File: config.mk
export PLATFORM = sky130hd
export DESIGN_NAME = record_sequencer_flat
export DESIGN_NICKNAME = d
export VERILOG_FILES = /design/src/rtl/record_pkg.sv /design/src/rtl/record_sequencer_if.sv /design/src/rtl/record_decoder.sv /design/src/rtl/record_sequencer.sv /design/src/flat_wrapper.sv
export SDC_FILE = /design/constraint.sdc
export NUM_CORES = 1
export LEC_CHECK = 0
export CORE_MARGIN = 1
export CORE_UTILIZATION = 46
export CTS_CLUSTER_SIZE = 30
export DETAILED_ROUTE_END_ITERATION = 8
export PLACE_DENSITY = 0.95
export SKIP_LAST_GASP = 1
export SLEW_MARGIN = 20
export SYNTH_ARGS = -nofsm -noshare
export SYNTH_HDL_FRONTEND = slang
export SYNTH_SLANG_ARGS = --single-unit
File: constraint.sdc
create_clock -name clk -period 3.3 [get_ports clk]
set_input_delay 0.33 -clock clk [delete_from_list [all_inputs] [get_ports clk]]
set_output_delay 0.33 -clock clk [all_outputs]
set_load 0.02 [all_outputs]
File: src/rtl/record_pkg.sv
// Shared definitions for the record sequencer: opcodes, FSM state type and
// the default record geometry.
package record_pkg;

    localparam int WORD_SIZE    = 8;
    localparam int RECORD_WORDS = 16;

    localparam logic [7:0] OP_NOP  = 8'h00;
    localparam logic [7:0] OP_MOVE = 8'h01;
    localparam logic [7:0] OP_STOP = 8'h02;

    typedef enum logic [1:0] {
        ST_IDLE,
        ST_DECODE,
        ST_ISSUE,
        ST_HALTED
    } seq_state_t;

endpackage

File: src/rtl/record_sequencer_if.sv
// FIFO read port and segment handshake of the record sequencer, bundled.
// master = sequencer side, slave = FIFO/step-engine side.
interface record_sequencer_if
    import record_pkg::*;
#(
    parameter int WordSize    = WORD_SIZE,
    parameter int RecordWords = RECORD_WORDS
);
    logic                                  fifo_empty;
    logic [WordSize*RecordWords-1:0]       fifo_data;
    logic                                  fifo_read_en;
    logic                                  seg_valid;
    logic                                  seg_ready;
    logic [WordSize*(RecordWords-1)-1:0]   seg_data;

    modport master (
        input  fifo_empty, fifo_data, seg_ready,
        output fifo_read_en, seg_valid, seg_data
    );

    modport slave (
        output fifo_empty, fifo_data, seg_ready,
        input  fifo_read_en, seg_valid, seg_data
    );
endinterface

File: src/rtl/record_decoder.sv
// Combinational opcode classifier for one latched record. With
// RECORD_CHECKSUM_EN defined it also reports whether all words XOR to zero.
module record_decoder
    import record_pkg::*;
#(
    parameter int WordSize    = WORD_SIZE,
    parameter int RecordWords = RECORD_WORDS
) (
    input  logic [WordSize*RecordWords-1:0] rec,
    output logic                            is_nop,
    output logic                            is_move,
    output logic                            is_stop,
    output logic                            is_bad
`ifdef RECORD_CHECKSUM_EN
    ,
    output logic                            checksum_ok
`endif
);
    logic [WordSize-1:0] opcode;

    assign opcode  = rec[WordSize-1:0];
    assign is_nop  = (opcode == WordSize'(OP_NOP));
    assign is_move = (opcode == WordSize'(OP_MOVE));
    assign is_stop = (opcode == WordSize'(OP_STOP));
    assign is_bad  = !(is_nop || is_move || is_stop);

`ifdef RECORD_CHECKSUM_EN
    // Running XOR across the words; the last stage is the whole-record parity.
    logic [WordSize-1:0] xor_chain [RecordWords+1];
    assign xor_chain[0] = '0;

    generate
        for (genvar gi = 0; gi < RecordWords; gi++) begin : g_xor
            assign xor_chain[gi+1] = xor_chain[gi] ^ rec[gi*WordSize +: WordSize];
        end
    endgenerate

    assign checksum_ok = (xor_chain[RecordWords] == '0);
`else
    logic unused_payload;
    assign unused_payload = ^rec[WordSize*RecordWords-1:WordSize];
`endif

endmodule

File: src/rtl/record_sequencer.sv
// Read-side controller of the byte-to-record FIFO: fetches one record at a time,
// decodes it and forwards MOVE payloads. Optional RECORD_CHECKSUM_EN adds a record XOR check.
module record_sequencer
    import record_pkg::*;
#(
    parameter int WordSize    = WORD_SIZE,
    parameter int RecordWords = RECORD_WORDS,
    parameter int CountWidth  = 16
) (
    input  logic                  clk,
    input  logic                  rst,
    input  logic                  enable,
    input  logic                  resume,
    record_sequencer_if.master    bus,
    output logic                  halted,
    output logic                  error,
    output logic [CountWidth-1:0] rec_count
);
    localparam int RecBits = WordSize * RecordWords;

    seq_state_t              state_q, state_d;
    logic [RecBits-1:0]      rec_q, rec_d;
    logic [CountWidth-1:0]   count_q, count_d;
    logic                    error_q, error_d;
    logic                    read_en;
    logic                    seg_valid;

    logic is_nop, is_move, is_stop, is_bad;
`ifdef RECORD_CHECKSUM_EN
    logic checksum_ok;
`endif

    record_decoder #(
        .WordSize    (WordSize),
        .RecordWords (RecordWords)
    ) u_decoder (
        .rec         (rec_q),
        .is_nop      (is_nop),
        .is_move     (is_move),
        .is_stop     (is_stop),
        .is_bad      (is_bad)
`ifdef RECORD_CHECKSUM_EN
        ,
        .checksum_ok (checksum_ok)
`endif
    );

    always_comb begin
        state_d   = state_q;
        rec_d     = rec_q;
        count_d   = count_q;
        error_d   = error_q;
        read_en   = 1'b0;
        seg_valid = 1'b0;
        halted    = 1'b0;

        case (state_q)
            ST_IDLE: begin
                // FIFO data is only valid up to the dequeue edge, so capture now.
                if (enable && !bus.fifo_empty) begin
                    read_en = 1'b1;
                    rec_d   = bus.fifo_data;
                    state_d = ST_DECODE;
                end
            end
            ST_DECODE: begin
`ifdef RECORD_CHECKSUM_EN
                if (!checksum_ok) begin
                    error_d = 1'b1;
                    state_d = ST_IDLE;
                end else
`endif
                if (is_nop) begin
                    count_d = count_q + 1'b1;
                    state_d = ST_IDLE;
                end else if (is_move) begin
                    state_d = ST_ISSUE;
                end else if (is_stop) begin
                    count_d = count_q + 1'b1;
                    state_d = ST_HALTED;
                end else if (is_bad) begin
                    error_d = 1'b1;
                    state_d = ST_IDLE;
                end
            end
            ST_ISSUE: begin
                seg_valid = 1'b1;
                if (bus.seg_ready) begin
                    count_d = count_q + 1'b1;
                    state_d = ST_IDLE;
                end
            end
            ST_HALTED: begin
                halted = 1'b1;
                if (resume) begin
                    state_d = ST_IDLE;
                end
            end
            default: state_d = ST_IDLE;
        endcase
    end

    always_ff @(posedge clk) begin
        if (rst) begin
            state_q <= ST_IDLE;
            rec_q   <= '0;
            count_q <= '0;
            error_q <= 1'b0;
        end else begin
            state_q <= state_d;
            rec_q   <= rec_d;
            count_q <= count_d;
            error_q <= error_d;
        end
    end

    assign bus.fifo_read_en = read_en && !rst;
    assign bus.seg_valid    = seg_valid;
    // Payload is zeroed outside ISSUE so nothing stale is visible downstream.
    assign bus.seg_data     = seg_valid ? rec_q[RecBits-1:WordSize] : '0;
    assign error            = error_q;
    assign rec_count        = count_q;

endmodule

File: src/flat_wrapper.sv
// flat-port wrapper written by rule: the top's interface ports become plain ports
module record_sequencer_flat import record_pkg::*;
#(
    parameter int WordSize    = WORD_SIZE,
    parameter int RecordWords = RECORD_WORDS,
    parameter int CountWidth  = 16
)
  (clk, rst, enable, resume, halted, error, rec_count, bus_fifo_empty, bus_fifo_data, bus_seg_ready, bus_fifo_read_en, bus_seg_valid, bus_seg_data);
  record_sequencer_if #(.WordSize(WordSize), .RecordWords(RecordWords)) bus_i ();
  input  logic clk;
  input  logic rst;
  input  logic enable;
  input  logic resume;
  output logic halted;
  output logic error;
  output logic [CountWidth-1:0] rec_count;
  input wire logic [$bits(bus_i.fifo_empty)-1:0] bus_fifo_empty;
  input wire logic [$bits(bus_i.fifo_data)-1:0] bus_fifo_data;
  input wire logic [$bits(bus_i.seg_ready)-1:0] bus_seg_ready;
  output wire logic [$bits(bus_i.fifo_read_en)-1:0] bus_fifo_read_en;
  output wire logic [$bits(bus_i.seg_valid)-1:0] bus_seg_valid;
  output wire logic [$bits(bus_i.seg_data)-1:0] bus_seg_data;
  assign bus_i.fifo_empty = bus_fifo_empty;
  assign bus_i.fifo_data = bus_fifo_data;
  assign bus_i.seg_ready = bus_seg_ready;
  assign bus_fifo_read_en = bus_i.fifo_read_en;
  assign bus_seg_valid = bus_i.seg_valid;
  assign bus_seg_data = bus_i.seg_data;
  record_sequencer #(.WordSize(WordSize), .RecordWords(RecordWords), .CountWidth(CountWidth)) u_core (.clk(clk), .rst(rst), .enable(enable), .resume(resume), .bus(bus_i), .halted(halted), .error(error), .rec_count(rec_count));
endmodule
# Word-level counts from Yosys, hierarchy flattened
# Cells that the tools add are included.
[word_totals] word_cells=51 inputBits=134 ff_bits=147
[op_classes] n_eq_ne=11 n_mux=18 n_addsub=1 reduce_logical=13 n_bitwise=4
[op_table] op="120-bit two-way mux" n=1
[op_table] op="16-bit two-way mux" n=4
[op_table] op="16-bit case mux with 2 select lines" n=1
[op_table] op="16-bit by 1-bit adder with 16-bit output (second input constant)" n=1
[op_table] op="2-bit two-way mux" n=7
[op_table] op="8-bit by 1-bit equality test with 1-bit output (second input constant)" n=1
[op_table] op="8-bit by 2-bit equality test with 1-bit output (second input constant)" n=1
[op_table] op="8-bit logical NOT" n=1
[op_table] op="2-bit case mux with 4 select lines" n=1
[op_table] op="4-bit AND reduction" n=2
[op_table] op="3-bit inequality test (second input constant)" n=2
[op_table] op="5-bit inequality test (second input constant)" n=1
[op_table] op="5-bit AND reduction" n=1
[op_table] op="2-bit equality test (second input constant)" n=2
[op_table] op="1-bit two-way mux" n=4
[op_table] op="2-bit inequality test (second input constant)" n=2
[op_table] op="1-bit NOT" n=4
[op_table] op="2-bit by 1-bit equality test with 1-bit output (second input constant)" n=1
[op_table] op="1-bit logical AND" n=2
[op_table] op="1-bit logical NOT" n=2
[op_table] op="2-bit logical NOT" n=1
[op_table] op="1-bit logical OR" n=2
[op_table] op="2-bit by 1-bit inequality test with 1-bit output (second input constant)" n=1
[op_table] op="2-bit AND reduction" n=1
[op_table] op="2-bit nonzero test" n=1

# Longest topological paths before layout
[logic_depth] word_depth=8 ltp_mapped=6 mapped_depth_nobuf=5

# Modules after synthesis
# Synthesis repeated with hierarchy kept, for this count alone.
[hier_totals] hier_cells=834 hier_area_um2=6536.3
[modules_own_cells] module="record_sequencer" cells_each=827 instances=1 area_each_um2=6478.7 seq_area_each_um2=2942.8
[modules_own_cells] module="record_decoder" cells_each=7 instances=1 area_each_um2=57.6 seq_area_each_um2=0.0

# Worst setup path before layout
# No wires, ideal clock.
[synth_timing] path_kind="flip-flop to flip-flop" startpoint="reg u_core.rec_q[2]" endpoint="reg u_core.count_q[15] (netlist: u_core.rec_count[15])" path_slack_ps=1154 arrival_ps=2022 n_path_buf=1 path_stages_with_launch=6 synth_period_minus_slack_ps=2146 setup_time_ps=123 cell_sequence="dfxtp_1 or4_1 or3_1 buf_6 a2111oi_4 mux2_1"
[synth_between] elab_chain_len=3 elab_cells_between_ends=8 classes_between="eq/ne: 4; mux: 2; reduce/logical: 2"
[synth_rtl] element="from (decl)" line_no="record_sequencer.sv:22" source="logic [RecBits-1:0] rec_q, rec_d;"
[synth_rtl] element="from (signal assigned)" line_no="record_sequencer.sv:111" source="rec_q <= rec_d;"
[synth_rtl] element="8-bit by 2-bit equality test with 1-bit output (tied with other cells)" line_no="record_decoder.sv:24" source="assign is_stop = (opcode == WordSize'(OP_STOP));"
[synth_rtl] element="3-bit inequality test (no source line) or 16-bit two-way mux (tied branches)"
[synth_rtl] element="4-bit AND reduction (no source line) or 16-bit case mux with 2 select lines (tied branches)"
[synth_rtl] element="to (signal assigned)" line_no="record_sequencer.sv:112" source="count_q <= count_d;"
[synth_rtl] element="to (decl)" line_no="record_sequencer.sv:23" source="logic [CountWidth-1:0] count_q, count_d;"
# Parallel ways exist; a longest one is shown, timed or not.
# A chain may end at the register's enable or synchronous reset.

# Worst setup path after layout
[layout_timing] startpoint="reg u_core.state_q[1]" endpoint="out bus_seg_data[48]"
[layout_between] elab_chain_len=3
[layout_rtl] element="from (decl)" line_no="record_sequencer.sv:21" source="seq_state_t state_q, state_d;"
[layout_rtl] element="from (signal assigned)" line_no="record_sequencer.sv:110" source="state_q <= state_d;"
[layout_rtl] element="2-bit equality test" line_no="record_sequencer.sv:57" source="case (state_q)"
[layout_rtl] element="1-bit two-way mux" line_no="record_sequencer.sv:57"
[layout_rtl] element="120-bit two-way mux" line_no="record_sequencer.sv:120" source="assign bus.seg_data = seg_valid ? rec_q[RecBits-1:WordSize] : '0;"
[layout_rtl] element="to (decl)" line_no="flat_wrapper.sv:22" source="output wire logic [$bits(bus_i.seg_data)-1:0] bus_seg_data;"
# Every way passes these cells.

==> summary.txt <==
Slew @ Worst Pin: 0.938 ns
Port Buffers: 273
CP max stage delay: 0.61 ns
Initial antenna violation count: 0
Startpoint types: flop
Maximum VDD drop: 0.328 mV
Synth async-reset ratio: 0%
Number of synthesis warnings: 0
Dpl hpwl: 12300 um
Worst min path class: reg2reg
Hold buffer count at cts: 0
Worst R2R Setup Slack: 0.90 ns
Largest net degree at the start of global routing: 130
Vias per Instance: 5.15
Critical path capture point type: output pin
Violation count after the first detailed-route iteration: 441
Vias after detailed routing: 6417
Num CTS Buffers: 17
Layout net count: 1193
Synth top area cells: dfxtp_1 (47%), nand2_1 (16%), and2_1 (12%), a21oi_1 (11%), clkbuf_1 (3.7%)
Netlist cell types: 35
Status: complete, no violations
R2r worst-path depth: 4
CTS clk-pin slew, worst paths: 0.06 ns
Post-synth top area share: 47.0%
Place WS: 0.954 ns
Number of flops mapped to enable cells by yosys: 0
Core Rows: 42
Die Area: 14100 um^2
Final worst slack: 0.544 ns
Hold path startpoint: u_core.rec_q[63]$_SDFFE_PP0P_
RSZ-0062 raised after global routing: false
Drt wl/cell: 14.8 um
Multiplexer area fraction after synthesis: 2.50%
Prevailing post-synth register cell: dfxtp_1
Worst path arrival time: 2.43 ns
Final WL: 18400 um
Die width: 119 um
Family with the most delay on the worst path: buffers and inverters
Vias in the first global route: 6112
Reg-to-reg startpoint: u_core.state_q[0]$_SDFFE_PP0P_
Postcts setup bufs: 0
Register bit total from synthesis: 147
Max FO, Critical Path: 70
Worst-Skew Late Latency: 0.42 ns
I/O Pins: 274
Hold Path Stages: 2
Period utilization: 83.5%
Total power: 0.00425 W
Max clock buf depth: 2
Synthesized-area fraction occupied by adder cells: 0.200%
Worst Hold Path EP: u_core.rec_q[63]$_SDFFE_PP0P_
CP required: 2.97 ns
Post-synthesis simple-gate area fraction: 33.3%
Post-route ant nets: 0
Post-Synth XOR/XNOR Area: 0.140%
Compound-gate portion of the synthesized area: 12.8%
Top-count cell post-synth: nand2_1
Clk_skew: 0.00767 ns
CP Class: reg2out
Routability Congestion: 0.823
R2r endpoint: u_core.rec_count[15]$_SDFFE_PP0P_
Clock Sinks: 147
Setup-failing EPs final: 0
Gate count after technology mapping: 822
DRC: 0
Sequential element share of the synthesized area: 47.0%
Share of cells above drive strength 1: 5.14%
Final Hold Viols: 0
Largest family of logic cells by synthesized area: simple AND/OR/NAND/NOR gates
Pwr Density: 440 nW/um^2
Starting Density: 47.3%
GRT overflow: 0
Max_cap viols: 0
Leak: 3.53 nW
Core area: 13200 um^2
# diodes: 0
First-pass GRT wire length: 29100 um
Mapped Avg Cell Area: 7.62 um^2
Crit path max-delay cell type: clkdlybuf4s50_1
Crit-path cells: and2b_2, buf_4, and2_1, clkdlybuf4s50_1
Mapped Area: 6260 um^2
Max_slew headroom: 37.5%
Synth top cells by count: nand2_1 (263), dfxtp_1 (147), a21oi_1 (137)
Min cycle time layout: 2.76 ns
DR pass1 iterations: 4
Area growth from synthesis to layout: 54.3%
Synth area leader: dfxtp_1
Overall Global Routing Usage: 25.9%
Clock root buffer: clkbuf_16
Resized cells post-CTS: 0
Setup TNS: 0 ns
H-tree Lvls: 4
Syn Nets: 957
FMAX: 363 MHz
Slew Limit Fails: 0
Hold_ws: 0.447 ns
Buf+Inv Stages, Crit Path: 2
Chip height: 119 um
CTS tree: built
==> flip-flops by register name (all words and copies together) (netlist names) <==
register / flops
u_core.rec_q: 128
u_core.rec_count: 16
u_core.state_q: 2
u_core.error: 1
==> cell families after synthesis <==
group,after synthesis
DFF,147
AOI/OAI and AO/OA,151
buffers and inverters,65
adders and majority gates,1
xor gates and xnor gates,1
and+or+nand+nor,443
muxes,14
==> report_power, final <==
part | internal, W | leakage [nW] | switching (W)
logic | 0.000210 | 2.03 | 0.000181
registers | 0.00185 | 1.20 | 0.0000388
clock network | 0.00124 | 0.296 | 0.000728
==> layer usage <==
metal / track usage [%] / routed length [um] / vias up
li1: - / - / 3122
met1: 28.8 / 7330 / 2989
met2: 44.3 / 9180 / 249
met3: 6.90 / 1180 / 57
met4: 15.0 / 702 / 0
met5: 0 / 0 / -
==> layout by cell type (no fill, tap or decap), types with 2 or more instances in the layout <==
master,instances
o21ai_0,2
inv_1,2
mux2_2,12
nand2_1,263
and2_1,122
clkinv_2,5
a211oi_1,6
buf_4,6
nor2b_1,12
nor3_1,3
nand3_1,8
bufinv_16,3
a31oi_1,2
dfxtp_1,147
nand4_1,4
clkinvlp_4,2
clkbuf_8,3
clkdlybuf4s50_1,272
a21oi_1,137
clkbuf_1,2
or4b_4,2
clkbuf_16,17
buf_12,2
or4_1,3
nor2_1,16
and4_1,2
==> worst reg2reg max path: stages, from the launching register on <==
cell	delay (ns)
dfxtp_1	0.49
or4b_4	0.52
or3_1	0.51
a2111oi_4	0.41
mux2_1	0.36
==> layout make-up <==
| cell class | instances | area [um^2] |
|---|---|---|
| flip-flops and latches | 147 | 2940 |
| well taps | 176 | 220 |
| clock inverters | 10 | 130 |
| fillers | 978 | 3580 |
| multi-input cells | 610 | 3080 |
| inverters | 2 | 7.51 |
| clock buffers | 22 | 474 |
| repair buffers | 280 | 2810 |
==> per-stage QoR <==
stage	cells	util [%]	instance area [um^2]
4_1_cts	1247	73.0	9660
6_report	1247	73.0	9660
2_1_floorplan	822	-	6260
3_5_place_dp	1215	68.4	9060
3_3_place_gp	1215	68.4	9060
5_1_grt	1247	73.0	9660
==> how the worst max path moves through the flow <==
stage,cells after the start,slack (ns),from,endpoint
after global routing,4,0.41,u_core.state_q[1]$_SDFFE_PP0P_,bus_seg_data[50]
after global placement,4,0.98,bus_fifo_empty,bus_fifo_read_en
after CTS,4,0.54,u_core.state_q[1]$_SDFFE_PP0P_,bus_seg_data[50]
final,4,0.54,u_core.state_q[1]$_SDFFE_PP0P_,bus_seg_data[48]
after floorplan,5,1.15,u_core.rec_q[2]$_SDFFE_PP0P_,u_core.rec_count[15]$_SDFFE_PP0P_
after detailed placement,4,0.95,u_core.state_q[0]$_SDFFE_PP0P_,u_core.rec_count[15]$_SDFFE_PP0P_
(Power assumes the default switching activity.)
